===== src/rtl/div_seq.sv =====
// div_seq: sequential restoring divider, one quotient bit per clock.
//
// Ports:
//   clock     rising-edge clock
//   reset     asynchronous, active-high reset
//   start     operation request, accepted on a rising edge where ready=1
//   sign      1 = two's-complement operands, 0 = unsigned (sampled with start)
//   x, y      dividend / divisor (sampled with start)
//   ready     idle, able to accept start
//   done      one-cycle pulse: q/r/error updated this cycle
//   error     divide-by-zero flag of the last completed op
//   q, r      quotient / remainder of the last completed op
//   dbg_state current FSM state (IDLE=0, CALC=1, FIX=2)
//
// Handshake: an operation is transferred on a rising clock edge where
// start=1 and ready=1; start while ready=0 is ignored and operands are not
// looked at again after the accepting edge. done rises on the same edge that
// ready returns high, so a start held through the done cycle is taken at
// that cycle's closing edge.
module div_seq #(
  parameter int N = 8
) (
  input  logic         clock,
  input  logic         reset,
  input  logic         start,
  input  logic         sign,
  input  logic [N-1:0] x,
  input  logic [N-1:0] y,
  output logic         ready,
  output logic         done,
  output logic         error,
  output logic [N-1:0] q,
  output logic [N-1:0] r,
  output logic [1:0]   dbg_state
);

  localparam int CW = $clog2(N + 1);

  typedef enum logic [1:0] {
    IDLE = 2'd0,
    CALC = 2'd1,
    FIX  = 2'd2
  } state_t;

  state_t state, state_nx;

  logic [CW-1:0] cnt;
  logic [N:0]    rem;      // partial remainder, one bit wider than operands
  logic [N-1:0]  dvd;      // dividend magnitude, shifts out as quotient shifts in
  logic [N-1:0]  ay;       // divisor magnitude
  logic [N-1:0]  xraw;     // raw dividend, reported as remainder on divide-by-zero
  logic          sx, sy;   // operand signs (0 in unsigned mode)
  logic          zero;     // divisor was zero

  logic          accept;
  logic [N-1:0]  mag_x, mag_y;
  logic [N:0]    rem_sh, trial;
  logic [N-1:0]  q_fix, r_fix;

  assign ready     = (state == IDLE);
  assign accept    = start & ready;
  assign dbg_state = state;

  // Magnitudes of the incoming operands. The most-negative value maps to
  // 2^(N-1), which still fits the unsigned N-bit magnitude.
  always_comb begin
    mag_x = x;
    mag_y = y;
    if (sign && x[N-1]) mag_x = -x;
    if (sign && y[N-1]) mag_y = -y;
  end

  // One restoring step: shift the next dividend bit into the remainder and
  // try subtracting the divisor; a clear MSB of the trial means it fitted.
  assign rem_sh = {rem[N-1:0], dvd[N-1]};
  assign trial  = rem_sh - {1'b0, ay};

  // Sign correction applied when the result is published.
  always_comb begin
    q_fix = dvd;
    r_fix = rem[N-1:0];
    if (sx ^ sy) q_fix = -dvd;
    if (sx)      r_fix = -rem[N-1:0];
  end

  // Next-state logic.
  always_comb begin
    state_nx = state;
    case (state)
      IDLE: begin
        if (accept) state_nx = (y == '0) ? FIX : CALC;
      end
      CALC: begin
        if (cnt == CW'(1)) state_nx = FIX;
      end
      FIX:     state_nx = IDLE;
      default: state_nx = IDLE;
    endcase
  end

  always_ff @(posedge clock or posedge reset) begin
    if (reset) state <= IDLE;
    else       state <= state_nx;
  end

  // Datapath and result registers.
  always_ff @(posedge clock or posedge reset) begin
    if (reset) begin
      cnt   <= '0;
      rem   <= '0;
      dvd   <= '0;
      ay    <= '0;
      xraw  <= '0;
      sx    <= 1'b0;
      sy    <= 1'b0;
      zero  <= 1'b0;
      done  <= 1'b0;
      error <= 1'b0;
      q     <= '0;
      r     <= '0;
    end else begin
      done <= 1'b0;
      case (state)
        IDLE: begin
          if (accept) begin
            cnt  <= CW'(N);
            rem  <= '0;
            dvd  <= mag_x;
            ay   <= mag_y;
            xraw <= x;
            sx   <= sign & x[N-1];
            sy   <= sign & y[N-1];
            zero <= (y == '0);
          end
        end
        CALC: begin
          if (!trial[N]) rem <= trial;
          else           rem <= rem_sh;
          dvd <= {dvd[N-2:0], ~trial[N]};
          cnt <= cnt - CW'(1);
        end
        FIX: begin
          done <= 1'b1;
          if (zero) begin
            q     <= '1;
            r     <= xraw;
            error <= 1'b1;
          end else begin
            q     <= q_fix;
            r     <= r_fix;
            error <= 1'b0;
          end
        end
        default: ;
      endcase
    end
  end

endmodule

===== config.mk =====
export PLATFORM = sky130hd
export DESIGN_NAME = div_seq
export DESIGN_NICKNAME = d
export VERILOG_FILES = /design/src/rtl/div_seq.sv
export SDC_FILE = /design/constraint.sdc
export NUM_CORES = 1
export LEC_CHECK = 0
export CORE_UTILIZATION = 55
export DETAILED_ROUTE_END_ITERATION = 16
export PLACE_DENSITY_LB_ADDON = 0.12
export SYNTH_ARGS = -nofsm -noshare
export SYNTH_HDL_FRONTEND = slang
export SYNTH_SLANG_ARGS = --single-unit

===== constraint.sdc =====
create_clock -name clock -period 2.7 [get_ports clock]
set_input_delay 0.54 -clock clock [delete_from_list [all_inputs] [get_ports clock]]
set_output_delay 0.54 -clock clock [all_outputs]
set_load 0.02 [all_outputs]

-- Yosys cells after proc, flatten, opt, wreduce, memory -nomap -nowiden
Index checks and enable logic that the tools add are counted.
- add/sub/neg operators: 6
- equality and inequality tests: 5
- muxes and demuxes: 19
- bitwise logic cells: 5
- reduce and logical (&&, ||, !) cells: 8
- operator list (operator ; number):
    $mux W8 ; 9
    $neg A8 Y8 ; 4
    $pmux W8 S2 ; 2
    $sub A9 B8 Y9 ; 1
    $logic_not A8 Y1 ; 1
    $pmux W4 S2 ; 1
    $mux W2 ; 3
    $reduce_and A2 Y1 ; 3
    $eq A4 B1 Y1 const B ; 1
    $mux W4 ; 1
    $pmux W2 S2 ; 1
    $sub A4 B1 Y4 const B ; 1
    $and A1 B1 Y1 ; 3
    $eq A2 B1 Y1 const B ; 1
    $eq A2 B2 Y1 const B ; 1
    $logic_and A1 B1 Y1 ; 2
    $logic_not A2 Y1 ; 1
    $mux W1 ; 2
    $ne A2 B1 Y1 const B ; 1
    $ne A2 B2 Y1 const B ; 1
    $reduce_bool A2 Y1 ; 1
    $not A1 Y1 ; 1
    $xor A1 B1 Y1 ; 1
- register bits after elaboration: 59
- input port bits: 20
- output and inout port bits: 21
- word-level logic and storage cells: 56

-- Logic depth before layout (Yosys ltp)
- depth after elaboration: 4
- depth in mapped cells: 10
- gate-level depth less buffers: 9

-- Worst setup path before layout
No wires, ideal clock.
- kind: reg-to-reg
- start point: reg dvd[7]
- end point: reg rem[1]
- setup time: 131 ps
- data arrival time: 2194 ps
- required time: 2569 ps
- slack: 375 ps
- stages on the path, launching flop included: 11
- buffers on the path: 1
- clock period less this slack: 2325 ps
- cell sequence: dfrtp_1 > inv_1 > ha_1 > inv_1 > fa_1 > a211oi_4 > o211ai_2 > a221oi_2 > buf_6 > mux2i_1 > o21ai_1
- longest elaborated chain between the ends: 3
- ends and longest elaborated chain (element ; RTL line ; RTL):
    start, declared ; 49 ; logic [N-1:0] dvd;
    start signal, assigned ; 128 ; dvd <= mag_x;
    start signal, assigned ; 139 ; dvd <= {dvd[N-2:0], ~trial[N]};
    $sub A9 B8 Y9 ; 76 ; assign trial = rem_sh - {1'b0, ay};
    $mux W8 ; 137 ; if (!trial[N]) rem <= trial;
    $pmux W8 S2 ; 123 ; case (state)
    end signal, assigned ; 137 ;
    end signal, assigned ; 138 ; else rem <= rem_sh;
    end, declared ; 48 ; logic [N:0] rem;
No other way between the ends.
A chain may end at the register's enable or synchronous reset.

-- Worst setup path after layout
- start point: reg dvd[7]
- end point: reg rem[4]
Same word-level chain as after synthesis.

==> impl_results.md <==
- # diodes: 0
- Synth Flop Type: dfrtp_1
- Core area: 0.00592 mm2
- Root Driver: clkbuf_8
- Vias per inst: 5.56
- Largest cells by area after synthesis: dfrtp_1, nand2_1, xnor2_1
- Setup TNS: 0 ns
- Final Wtd Congestion: 0.820
- Top cell type's share of synthesized area: 43.5%
- DRC: 0
- Layout cells sized above 1: 6.54%
- Skew final: 0.0127 ns
- Max cap viols: 0
- Clock network power share: 16.1%
- Num rows: 28
- Fillers: 479
- CP endpoint kind: register
- Synthesized area: 0.00339 mm2
- Worst slew pin tran: 0.700 ns
- Top-count cell post-synth: dfrtp_1
- Area after DPL: 0.00387 mm2
- Cts repair resizes: 0
- Async SR Flop Fraction: 100%
- Longest Clk Path Bufs: 2
- Top delay family on crit path: compound AO/OA/AOI/OAI gates
- Critical Path RT: 2.89 ns
- Mean Syn Cell Area: 8.84 um2
- Status: finished clean
- Initial core utilization: 57.3%
- Switching Power: 2390 uW
- Worst-path fanout max: 11
- Final hold viol count: 0
- CTS H-tree depth: 3
- Buf/Inv on CP: 3
- Die area: 0.00649 mm2
- Type of origin of the critical path: register
- Sink Count: 59
- IO buf count: 40
- Final Cycle Share: 92.6%
- Final Max Slew Viols: 0
- Sequential share of the synthesized area: 43.5%
- PwrDens: 1370 mW/mm2
- Yosys cell types: 43
- Top cells by count, synth: dfrtp_1, nand2_1, o21ai_0
- Post-route setup slack: 0.199 ns
- Worst min path class: reg2reg
- TritonCTS clock tree: done
- Design area: 0.00410 mm2
- Number of global-route vias before repair: 2605
- Largest net degree at the start of global routing: 44
- Slowest stage cell, crit path: fa_1
- Logic pwr share: 54.3%
- Clock Latency Late Sink: 0.33 ns
- Most used cell, CP: inv_1
- CP Cell Sequence: inv_1, ha_1, inv_1, fa_1, a211oi_4, o211ai_2, a221oi_2, buf_4, mux2i_1, o21ai_1
- R2R setup slack: 0.20 ns
- First-pass GRT wire length: 12500 um
- CTS Hold Bufs: 0
- Area leader, netlist: dfrtp_1
- Max VDD drop: 846 uV
- Register bit count reported by yosys: 59
- CP arrival: 2.69 ns
- Area delta synth->final: 20.7%
- TritonCTS Buffers: 9
- Via count: 2798
- Top Ports: 41
- Post-CTS Setup Inserts: 0
- Setup violators final: 0
- Grt ovf: 0
- Die H: 80.6 um
- CP peak stage delay: 0.43 ns
- Portion of total power attributed to sequential cells: 29.6%
- Max Clk Rate: 0.400 GHz
- Final wirelength: 7490 um
- GRT Util Overall: 26.1%
- Die Width: 80.6 um
- Final Core Density: 69.2%
- Relative slew slack: 53.1%
- CTS clk-pin slew, worst paths: 0.07 ns
- DR WL/cell: 14.9 um
- RSZ-0062 raised after global routing: false
- Pre-antenna DRT Iters: 4
- Cell internal pwr: 3240 uW
- Syn nets: 419
- DR iter-0 viols: 211
- Layout net count: 459
- Final HPWL DP: 5510 um
- Switch share: 42.4%
- Initial antenna violation count: 0
- Crit Path Class: reg2reg
- Min Tclk post-route: 2.50 ns
- Antenna Violating Nets Remaining: 0
- Number of flops mapped to enable cells by yosys: 0
- Leak pwr: 0.00184 uW
- Synthesis Warnings: 0
- DP Worst Slack: 0.220 ns
- Syn Inst Count: 384
==> per-layer routing <==
metal | up-vias | global-route usage [%] | share of wire (%)
met2 | 77 | 39.5 | 45
met5 | - | 0 | 0
met1 | 1314 | 36.7 | 49
met3 | 8 | 4.43 | 4.3
li1 | 1399 | - | -
met4 | 0 | 11.1 | 1.5
==> flip-flops by register name, summed over array words and instances (netlist names) <==
name       count
zero           1
q              8
r              8
sy             1
cnt            4
done           1
dvd            8
rem            8
ay             8
dbg_state      2
xraw           8
error          1
sx             1
==> power by group through the flow <==
stage	sequential (uW)	combinational, uW	clock (uW)
after floorplan	1720	2190	0
after global placement	1670	2950	0
after detailed placement	1680	3040	0
after CTS	1660	3060	925
after global routing	1730	3420	965
final	1670	3060	908
==> worst reg2reg max path, delay by kind of cell, from the launching register on <==
kind	cells	cell delay, ns
buffers and inverters	3	0.39
muxes	1	0.22
DFF	1	0.38
adders and majority gates	2	0.59
AOI/OAI and AO/OA	4	0.77
==> metrics by stage <==
step / instances / total power (uW) / hold slack (ns)
4_1_cts: 503 / 5650 / 0.475
6_report: 503 / 5630 / 0.471
3_3_place_gp: 488 / 4610 / 0.456
2_1_floorplan: 384 / 3910 / 0.445
5_1_grt: 503 / 6110 / 0.503
3_5_place_dp: 488 / 4720 / 0.459
==> path summary, 6_finish.rpt <==
| path | start | endpoint | cells after the start |
|---|---|---|---|
| setup / recovery | dvd[7] | rem[4] | 10 |
| hold / removal | q[0] | q[0] | 2 |
| setup reg to reg | dvd[7] | rem[4] | 10 |
| hold reg to reg | q[0] | q[0] | 2 |
| max in group asynchronous | reset | cnt[3] | 3 |
| min in group asynchronous | reset | done | 2 |
==> cells in the final DEF, fill, tap and decap left out, types with 2 or more instances in the layout <==
cell type,Yosys,layout
dfrtp_1,59,59
nand2_1,57,57
clkdlybuf4s50_1,0,40
o21ai_0,35,35
nor2_1,34,34
inv_1,25,24
xnor2_1,22,22
a21oi_1,20,20
mux2i_1,15,15
nand3_1,14,14
ha_1,14,14
clkbuf_8,0,11
nor3_1,10,10
nand2b_1,6,6
a22oi_1,6,6
o21ai_1,6,6
xor2_1,5,5
buf_4,0,5
o211ai_1,4,4
a31oi_1,4,4
a211oi_1,3,3
or4_1,2,2
o41ai_1,2,2
nor2b_1,2,2
a221o_1,2,2
a21oi_2,2,2
nand3b_1,2,2
o31ai_1,2,2
bufinv_16,0,2
==> cells by family (layout without fill, tap and decap cells) <==
group / count (synthesis) / after routing / synth area share [%]
AOI/OAI and AO/OA: 95 / 95 / 17.6
xor gates and xnor gates: 27 / 27 / 6.97
adders and majority gates: 15 / 15 / 5.75
buffers and inverters: 42 / 86 / 4.94
DFF: 59 / 59 / 43.5
muxes: 15 / 15 / 4.42
and+or+nand+nor: 131 / 131 / 16.8
==> area by class of cell <==
class | instances | area [um2] | share of cell area [%]
clock inverters | 4 | 73.8 | 1.80
clock buffers | 11 | 151 | 3.69
well taps | 75 | 93.8 | 2.29
multi-input cells | 283 | 1750 | 42.7
repair buffers | 46 | 458 | 11.2
inverters | 25 | 93.8 | 2.29
flip-flops and latches | 59 | 1480 | 36.0
Note: power is estimated with default switching activity, not from simulation.
